**config.mk**
```make
export PLATFORM = sky130hd
export DESIGN_NAME = keypad_arbiter
export DESIGN_NICKNAME = d
export VERILOG_FILES = /design/src/rtl/keypad_arbiter.sv
export SDC_FILE = /design/constraint.sdc
export NUM_CORES = 1
export LEC_CHECK = 0
export BUFFER_PORTS_ARGS = -buffer_cell sky130_fd_sc_hd__buf_2
export CAP_MARGIN = 20
export CORE_ASPECT_RATIO = 0.7
export CORE_MARGIN = 1
export CORE_UTILIZATION = 51
export CTS_BUF_LIST = sky130_fd_sc_hd__clkbuf_16
export DETAILED_ROUTE_END_ITERATION = 6
export PLACE_DENSITY = 0.71
export SLEW_MARGIN = 20
export SYNTH_ARGS = -nofsm -noshare
export SYNTH_HDL_FRONTEND = slang
export SYNTH_SLANG_ARGS = --single-unit
```
**constraint.sdc**
```tcl
create_clock -name clk -period 2.2 [get_ports clk]
set_input_delay 0.33 -clock clk [delete_from_list [all_inputs] [get_ports clk]]
set_output_delay 0.33 -clock clk [all_outputs]
set_load 0.02 [all_outputs]
```
**src/rtl/keypad_arbiter.sv**
```systemverilog
// Two-keypad arbiter for the security core's single command/digit entry port.
// Grants one keypad a whole code-entry sequence, round-robin, and flushes abandoned entries.
module keypad_arbiter #(
  parameter int         DIGITS_PER_CODE = 3,
  parameter int         TIMEOUT         = 255,
  parameter logic [3:0] FILL_DIGIT      = 4'hF
) (
  input  logic       clk,
  input  logic       reset_n,
  input  logic [1:0] kp0_command,
  input  logic [3:0] kp0_digit,
  input  logic       kp0_input_digit,
  input  logic [1:0] kp1_command,
  input  logic [3:0] kp1_digit,
  input  logic       kp1_input_digit,
  output logic       kp0_grant,
  output logic       kp1_grant,
  output logic       kp0_pending,
  output logic       kp1_pending,
  output logic [1:0] command,
  output logic [3:0] digit,
  output logic       input_digit,
  output logic       flushing
);

  typedef enum logic [1:0] {IDLE, OWN0, OWN1, FLUSH} state_t;

  localparam logic [2:0]  LAST_COUNT  = 3'(DIGITS_PER_CODE);
  localparam logic [15:0] TIMER_LIMIT = 16'(TIMEOUT);

  state_t      state;
  logic        owner;
  logic        last_owner;
  logic [1:0]  pend;
  logic [1:0]  cmd [2];
  logic [2:0]  count;
  logic [15:0] timer;

  logic [1:0]  kp_command [2];
  logic [3:0]  kp_digit [2];
  logic [1:0]  kp_strobe;
  logic [1:0]  capture;
  logic        owned;
  logic        win;
  logic [2:0]  count_inc;
  logic [15:0] timer_inc;

  assign kp_command[0] = kp0_command;
  assign kp_command[1] = kp1_command;
  assign kp_digit[0]   = kp0_digit;
  assign kp_digit[1]   = kp1_digit;
  assign kp_strobe     = {kp1_input_digit, kp0_input_digit};

  assign owned = (state != IDLE);

  // The keypad holding the port (including during its flush) cannot queue a new request.
  generate
    for (genvar gi = 0; gi < 2; gi++) begin : g_capture
      localparam logic SELF = 1'(gi);
      assign capture[gi] = (kp_command[gi] == 2'd1 || kp_command[gi] == 2'd2) &&
                           !(owned && owner == SELF);
    end
  endgenerate

  assign win       = (pend == 2'b11) ? ~last_owner : pend[1];
  assign count_inc = count + 3'd1;
  assign timer_inc = (timer == 16'hFFFF) ? timer : timer + 16'd1;

  assign kp0_pending = pend[0];
  assign kp1_pending = pend[1];

  always_ff @(posedge clk or negedge reset_n) begin
    if (!reset_n) begin
      state       <= IDLE;
      owner       <= 1'b0;
      last_owner  <= 1'b1;
      pend        <= 2'b00;
      cmd[0]      <= 2'd0;
      cmd[1]      <= 2'd0;
      count       <= 3'd0;
      timer       <= 16'd0;
      kp0_grant   <= 1'b0;
      kp1_grant   <= 1'b0;
      command     <= 2'd0;
      digit       <= 4'd0;
      input_digit <= 1'b0;
      flushing    <= 1'b0;
    end else begin
      command     <= 2'd0;
      input_digit <= 1'b0;

      for (int i = 0; i < 2; i++) begin
        if (capture[i]) begin
          pend[i] <= 1'b1;
          cmd[i]  <= kp_command[i];
        end
      end

      case (state)
        IDLE: begin
          // Granting clears the winner's pend even if it re-requests on this same edge.
          if (pend != 2'b00) begin
            state      <= win ? OWN1 : OWN0;
            owner      <= win;
            last_owner <= win;
            pend[win]  <= 1'b0;
            command    <= cmd[win];
            kp0_grant  <= ~win;
            kp1_grant  <= win;
            count      <= 3'd0;
            timer      <= 16'd0;
          end
        end
        OWN0, OWN1: begin
          if (kp_strobe[owner]) begin
            input_digit <= 1'b1;
            digit       <= kp_digit[owner];
            count       <= count_inc;
            timer       <= 16'd0;
            if (count_inc == LAST_COUNT) begin
              state     <= IDLE;
              kp0_grant <= 1'b0;
              kp1_grant <= 1'b0;
            end
          end else begin
            timer <= timer_inc;
            if (timer_inc == TIMER_LIMIT) begin
              state    <= FLUSH;
              flushing <= 1'b1;
            end
          end
        end
        FLUSH: begin
          input_digit <= 1'b1;
          digit       <= FILL_DIGIT;
          count       <= count_inc;
          if (count_inc == LAST_COUNT) begin
            state     <= IDLE;
            kp0_grant <= 1'b0;
            kp1_grant <= 1'b0;
            flushing  <= 1'b0;
          end
        end
        default: state <= IDLE;
      endcase
    end
  end

endmodule
```
Yosys cells after proc, flatten, opt, wreduce, memory -nomap -nowiden
Cells that the tools add are included.
- flip-flop bits (word level): 39
- output and inout bits: 12
- $add $sub $neg: 2
- $lt $le $gt $ge: 5
- equal/unequal tests: 17
- mux-type cells: 46
- bitwise logic cells: 7
- reduce and logical (&&, ||, !) cells: 21
- operators by type and width (operator ; count):
    2-to-1 mux 16 bit ; 3
    case mux 16 bit (2 select lines) ; 1
    2-to-1 mux 2 bit ; 12
    adder 16 x 1 -> 16 bit, second input constant ; 1
    equality test 16 bit, second input constant ; 1
    equality test 16 x 8 -> 1 bit, second input constant ; 1
    2-to-1 mux 1 bit ; 16
    2-to-1 mux 4 bit ; 4
    equality test 2 bit, second input constant ; 5
    != test 2 bit, second input constant ; 5
    AND reduction 2 bit ; 5
    case mux 3 bit (3 select lines) ; 1
    case mux 4 bit (2 select lines) ; 1
    nonzero test 2 bit ; 4
    equality test 2 x 1 -> 1 bit, second input constant ; 3
    2-to-1 mux 3 bit ; 2
    case mux 1 bit (3 select lines) ; 2
    case mux 2 bit (3 select lines) ; 1
    logical AND 1 bit ; 5
    greater-or-equal comparator 2 bit, second input constant ; 2
    less-than comparator 1 x 2 -> 1 bit, second input constant ; 2
    NOT 1 -> 2 bit ; 2
    case mux 1 bit (2 select lines) ; 2
    AND reduction 4 bit ; 1
    12 further kinds ; 16

Depth between registers and ports, before layout
Gate-level depths: netlist of the first run.
- depth in word-level cells: 10
- gate-level depth with buffers: 10
- depth with buffers taken out: 8

Worst setup path after synthesis of the first run
No wires, ideal clock.
- path type: reg-to-reg
- start point: register timer[0]
- end point: register flushing
- setup time: 0.071 ns
- arrival: 2.127 ns
- slack: 0.002 ns
- cell stages (with the launch flop): 9
- clock period less this slack: 2.198 ns
- path through: dfrtp_1 > ha_1 > nand3_1 > o41ai_2 > a32oi_1 > nor4_2 > nand2_1 > or4_1 > nand4_1
- word-level cells in the longest chain between the ends: 5
- elaborated cells between the ends (all ways): 6
- ends and longest elaborated chain (item ; line ; RTL):
    start: declaration ; 37 ; logic [15:0] timer;
    start signal: assignment ; 126 ; timer <= timer_inc;
    adder 16 x 1 -> 16 bit or equality test 16 bit (tied branches) ; 67 ; assign timer_inc = (timer == 16'hFFFF) ? timer : timer + 16'd1;
    2-to-1 mux 16 bit (*) ; 67 ;
    equality test 16 x 8 -> 1 bit (*) ; 127 ; if (timer_inc == TIMER_LIMIT) begin
    != test 2 bit (no source line) (*) ; n/a ;
    AND reduction 4 bit (no source line) (*) ; n/a ;
    end signal: assignment ; 87 ; flushing <= 1'b0;
    end signal: assignment ; 129 ; flushing <= 1'b1;
    end signal: assignment ; 141 ; flushing <= 1'b0;
    end: declaration ; 23 ; output logic flushing
Mark *: on every way between the ends. The rest lies on a longest branch, timed or not.
A chain may end at the register's enable or synchronous reset.

Worst setup path in the final report of the first run
- start point: register timer[13]
- end point: register state[0]
- word-level cells in the longest chain between the ends: 5
- elaborated cells between the ends (all ways): 6
- ends and longest elaborated chain (item ; line ; RTL):
    adder 16 x 1 -> 16 bit or equality test 16 bit (tied branches) ; 67 ;
    2-to-1 mux 16 bit (*) ; 67 ;
    equality test 16 x 8 -> 1 bit (*) ; 127 ;
    != test 3 bit (no source line) (*) ; n/a ;
    AND reduction 2 bit (no source line) (*) ; n/a ;
    end signal: assignment ; 103 ; state <= win ? OWN1 : OWN0;
    end: declaration ; 31 ; state_t state;
Marked as above.

==> impl_metrics.toml, run 1 <==
[layout]
antenna_cells = 0
regArea_um2 = 990
fin_nets = 369
drive_gt1_frac = 0.309
multi_input_area_um2 = 1450
areaGrowthSynthToFinish_pct = 29.8
nFillCells = 345

[synth]
synth_edf_count = 0
postSynthCellCount = 287
syn_nets = 308
ys_ff_latch = 39
ys.flop_type = "dfrtp_1"
ys_seq_area_frac = 0.402
postSynthAreaPerCell_um2 = 8.48
synth_cell_types = 57
yosys_warnings = 0
async_reset_ff_frac = 1.00
netlist_area_um2 = 2430

[power]
combPwrFrac = 0.511
p_sw_frac = 0.425
seq_power_share = 0.282
power_switching_mw = 1.67
powerDensity_nw_per_um2 = 1240
leakage_nw = 1.45
pwr-share-clk = 0.206
internal_power_mw = 2.26
p_total_mw = 3.92
peakVddDrop_uv = 738

[worst_setup_path]
cp-end-kind = "register"
reg2reg_depth = 7
required_ns = 2.40
critPathArrivalTime_ns = 2.41
r2r_start = "timer[13]"
path_max_fanout = 5
start_kind = "register"
ff2ff_setup_slack_ns = -0.009
reg2reg_to = "state[0]"
worst-setup-path-type = "reg2reg"

[timing]
clock.fmax_ghz = 0.453
worst_pin_slew_ns = 0.893
holdWs_ns = 0.161
relSlewSlack = 0.405
finalSetupViolCount = 2
hold_viol = 0
finalWorstSetupSlack_ns = -0.00897
skew_ns = 0.00583
period_minus_slack_ns = 2.21
rsz0062_at_grt = "true"
period_share = 1.00
drv_slew = 0

[cts]
insertion_delay_ns = 0.28
ctsHoldBuffers = 0
htreeDepth = 2
cts_max_path_buffers = 2
cts_buffers = 5
cts_tree = "done"
clkTransAtPathRegs_ns = 0.06
cts_root_buf = "clkbuf_16"
clock_sinks = 39

[global_route]
antenna_found_initial = 0
grt_usage = 0.271
grt_first_pass_wirelength_um = 10500
grt_pass1_vias = 2099
grt_max_degree = 40
grt_overflow = 0

[detailed_routing]
wirelength_um = 6990
ant_nets = 0
wl_per_cell_um = 17.3
drt_iter0_drc = 341
vias_per_cell = 6.09
drc = 8
vias = 2459
firstDrtPassIters = 7

[floorplanning]
die_height_um = 59.8
core_area_um2 = 4450
io_pins = 28
start_util = 0.546
num_rows = 20
dieArea_um2 = 5050
fp.dieW_um = 84.5

[placed_design]
dp_hpwl_um = 4800
io_buffer_count = 27
gp_congestion = 0.970

[status]
outcome = "finished with violations"
violations = "DRC, setup timing"

[hold_path]
worst_hold_path_type = "in2async"

[job]
maxCapViolCount = 0
[placed cells by master (no fill, tap or decap), types with 2 or more instances in the layout]
| cell type | Yosys | routed |
|---|---|---|
| nor3_1 | 3 | 3 |
| xor2_1 | 2 | 2 |
| nor2_2 | 0 | 2 |
| and2_1 | 3 | 2 |
| a211oi_1 | 4 | 4 |
| inv_1 | 7 | 7 |
| buf_4 | 1 | 41 |
| nand2b_1 | 5 | 5 |
| nand4_1 | 5 | 5 |
| dfrtp_2 | 0 | 10 |
| dfrtp_1 | 38 | 28 |
| a22oi_1 | 2 | 2 |
| ha_1 | 5 | 4 |
| a31oi_1 | 2 | 2 |
| o31ai_1 | 5 | 5 |
| o211ai_1 | 2 | 2 |
| nor2b_1 | 9 | 9 |
| nor2_1 | 27 | 25 |
| o21a_1 | 3 | 3 |
| clkbuf_16 | 0 | 5 |
| nand2_1 | 37 | 37 |
| a21oi_1 | 29 | 28 |
| o21ai_0 | 26 | 26 |
| nand4_4 | 2 | 3 |
| a22o_1 | 5 | 5 |
| buf_2 | 6 | 27 |
| nand3_1 | 10 | 9 |
| mux2i_1 | 2 | 2 |
| and4_1 | 4 | 2 |
| xnor2_1 | 3 | 3 |
[power groups by stage]
stage          clock network, mW  registers, mW  logic, mW
2_1_floorplan                  0           1.22       1.18
3_3_place_gp                   0           1.10       1.90
3_5_place_dp                   0           1.11       1.93
4_1_cts                    0.823           1.10       1.94
5_1_grt                    0.851           1.13       2.20
6_report                   0.809           1.11       2.01
[synth_stat cells, types with 3 or more instances]
library cell	number	area share
a211oi_1	4	0.012
a21oi_1	29	0.060
a22o_1	5	0.018
and2_1	3	0.0077
and4_1	4	0.014
buf_2	6	0.012
clkbuf_1	8	0.012
dfrtp_1	38	0.39
ha_1	5	0.026
inv_1	7	0.011
nand2_1	37	0.057
nand2b_1	5	0.013
nand3_1	10	0.021
nand4_1	5	0.013
nor2_1	27	0.042
nor2b_1	9	0.023
nor3_1	3	0.0062
o21a_1	3	0.0093
o21ai_0	26	0.053
o31ai_1	5	0.015
xnor2_1	3	0.011
[state kept, by name, indices dropped and copies added, names as in the netlist]
signal,cells
timer,16
cmd,4
digit,4
count,3
command,2
pend,2
state,2
flushing,1
input_digit,1
kp0_grant,1
kp1_grant,1
last_owner,1
owner,1
[critical path, stage by stage (launching register included)]
cell,delay [ns]
dfrtp_1,0.39
nand4_1,0.33
o41ai_4,0.32
a32oi_1,0.11
nor4_2,0.34
o2111ai_1,0.22
a21boi_2,0.22
mux2i_1,0.20
[final cells by class]
type	count	area share
Sequential cell	39	0.314
Inverter	7	0.00832
Timing Repair Buffer	69	0.147
Clock inverter	3	0.0123
Multi-Input combinational cell	226	0.458
Clock buffer	5	0.0396
Tap cell	55	0.0218
[cell families after synthesis]
| family | Yosys count | synth area share |
|---|---|---|
| adder cells (fa/ha/maj) | 5 | 0.0257 |
| multiplexers | 3 | 0.0129 |
| XOR/XNOR | 5 | 0.0180 |
| AND/OR/NAND/NOR | 116 | 0.249 |
| AO/OA/AOI/OAI | 97 | 0.254 |
| flip-flops | 39 | 0.402 |
| buffers and inverters | 22 | 0.0386 |
[what timing repair did]
item                                    4_1_cts  5_1_grt
endpoints found under the setup margin        3        3
hold endpoints to repair                      0        0
buffers inserted                              0       11
pin swaps                                     1       10
gates resized for setup                       4       25
[stage by stage]
step,worst slack [ns],cell area [µm²],utilization,setup TNS (ns),instances
2_1_floorplan,0.00226,2430,-,0,287
3_3_place_gp,0.0157,2800,0.629,0,385
3_5_place_dp,-0.0552,2800,0.629,-0.0966,385
4_1_cts,-0.0314,2980,0.669,-0.0314,393
5_1_grt,-0.115,3160,0.709,-0.242,404
6_report,-0.00897,3160,0.709,-0.0156,404
[how the worst max path moves through the flow]
stage,start,end,slack [ns],depth (start not counted)
after floorplan,timer[0],flushing,0.002,8
after global placement,timer[4],flushing,0.02,7
after detailed placement,timer[0],flushing,-0.06,8
after CTS,timer[0],flushing,-0.03,8
after global routing,timer[15],state[0],-0.11,7
final,timer[13],state[0],-0.009,7
[per-layer routing]
| layer | global-route usage | share of wire | up-vias |
|---|---|---|---|
| met5 | 0 | 0 | - |
| met4 | 0.0315 | 0.011 | 0 |
| met3 | 0.102 | 0.11 | 11 |
| met2 | 0.362 | 0.41 | 128 |
| met1 | 0.417 | 0.46 | 1144 |
| li1 | - | - | 1176 |
No activity file was read; power rests on OpenSTA's default activity.
==> inputs of run 2 (changes only) <==
--- a/config.mk
+++ b/config.mk
@@ -7,7 +7,7 @@
 export LEC_CHECK = 0
 export BUFFER_PORTS_ARGS = -buffer_cell sky130_fd_sc_hd__buf_2
 export CAP_MARGIN = 20
-export CORE_ASPECT_RATIO = 0.7
+export CORE_ASPECT_RATIO = 0.9
 export CORE_MARGIN = 1
 export CORE_UTILIZATION = 51
 export CTS_BUF_LIST = sky130_fd_sc_hd__clkbuf_16
==> run 2 against run 1 <==
The run ends with setup timing left. Register-to-register slack about the same. Sequential cell count is the same. Sequential share of layout area is 0.87 points higher.
==> impl_metrics.toml, run 2 (synthesized netlist as in run 1, its figures left out) <==
[cts]
cts_buffers = 5
cts_root_buf = "clkbuf_16"
clkTransAtPathRegs_ns = 0.06
htreeDepth = 2
clock_sinks = 39
cts_tree = "done"
insertion_delay_ns = 0.29
cts_max_path_buffers = 2

[status]
violations = "setup timing"
outcome = "finished with violations"

[power]
power_switching_mw = 1.61
pwr-share-clk = 0.216
leakage_nw = 1.36
powerDensity_nw_per_um2 = 1260
internal_power_mw = 2.23
p_total_mw = 3.84
combPwrFrac = 0.499
peakVddDrop_uv = 720
seq_power_share = 0.285
p_sw_frac = 0.419

[timing]
worst_pin_slew_ns = 0.549
rsz0062_at_grt = "true"
skew_ns = 0.00669
tns_ns = -0.0336
period_share = 1.01
drv_slew = 0
hold_viol = 0
finalSetupViolCount = 2
relSlewSlack = 0.633
holdWs_ns = 0.287
finalWorstSetupSlack_ns = -0.0212
period_minus_slack_ns = 2.22
clock.fmax_ghz = 0.450

[layout]
areaGrowthSynthToFinish_pct = 25.5
fin_nets = 361
antenna_cells = 0
layout_commonest_cell = "nand2_1"
drive_gt1_frac = 0.264
final_util = 0.675
largest_register_ffs = 16
mostFrequentLayoutCells = "nand2_1, dfrtp_1, buf_4"
final_area_um2 = 3050
top_regs = "timer (16), cmd (4), digit (4)"
top_register = "timer"

[worst_setup_path]
crit_path_max_incr_delay_ns = 0.38
worst-setup-path-type = "reg2reg"
critPathArrivalTime_ns = 2.42
path_max_fanout = 2
cp_num_buf_inv = 0
r2r_start = "timer[0]"
cp-end-kind = "register"
reg2reg_depth = 8
cp_slowest_cell = "dfrtp_1"
ff2ff_setup_slack_ns = -0.02
start_kind = "register"
reg2reg_to = "state[0]"
required_ns = 2.40
path_cells = "ha_1, nand2_1, nor4_2, o221ai_2, nor4_4, o2111ai_1, a21boi_1, mux2i_1"
critical_path.top_delay_family = "compound AO/OA/AOI/OAI gates"

[floorplanning]
die_height_um = 67.5
io_pins = 28
fp.dieW_um = 74.8
core_area_um2 = 4520
num_rows = 23
start_util = 0.538
dieArea_um2 = 5050

[placed_design]
placed_cell_area_um2 = 2780
gp_congestion = 0.940
dp_hpwl_um = 4310
io_buffer_count = 27

[hold_path]
worst_hold_path_type = "in2reg"
hold_depth = 2
min-delay-start = "kp0_command[1]"
hold_end = "cmd[2]"

[detailed_routing]
firstDrtPassIters = 4
wl_per_cell_um = 15.1
vias = 2369
ant_nets = 0
vias_per_cell = 5.88
wirelength_um = 6080
drt_iter0_drc = 305
drc = 0

[job]
maxCapViolCount = 0

[global_route]
antenna_found_initial = 0
grt_pass1_vias = 2091
grt_first_pass_wirelength_um = 9840
grt_max_degree = 24
grt_usage = 0.262
grt_overflow = 0
run 2: through the flow:
stage,worst slack [ns],cells
2_1_floorplan,0.00226,287
3_3_place_gp,0.0420,388
3_5_place_dp,-0.0143,388
4_1_cts,0.00109,402
5_1_grt,-0.145,403
6_report,-0.0212,403
run 2: worst max path at each step:
stage | startpoint | end | slack (ns) | depth (start not counted)
after global routing | timer[0] | state[0] | -0.14 | 8
after CTS | timer[0] | flushing | 0.001 | 9
after floorplan | timer[0] | flushing | 0.002 | 8
final | timer[0] | state[0] | -0.02 | 8
after global placement | timer[0] | flushing | 0.04 | 8
after detailed placement | timer[0] | flushing | -0.01 | 8
run 2: layer usage:
layer  vias to the layer above  track usage  wire (µm)
met5                         -            0          0
met4                         0       0.0896        128
met3                        15       0.0552        342
met2                        78        0.393       2750
met1                      1112        0.373       2870
li1                       1164            -          -
run 2: timing repair:
action,4_1_cts,5_1_grt
hold buffers,1,0
gates resized for setup,7,5
setup buffers,5,1
pin swaps,2,4
hold endpoints to repair,16,0
setup endpoints to repair,2,3
run 2: power by group through the flow:
stage               sequential (mW)  combinational, mW  clock (mW)
finish                         1.09               1.91       0.830
global route                   1.12               2.12       0.873
CTS                            1.09               1.88       0.834
detailed placement             1.10               1.87           0
global placement               1.10               1.83           0
floorplan                      1.22               1.18           0
run 2: area by class of cell:
cell class,instances,area [µm²]
clock buffer,5,125
clock inverter,3,43.8
fill,374,1470
inverter,7,26.3
multi-input combinational,226,1400
sequential,39,983
tap,62,77.6
timing repair buffer,61,393
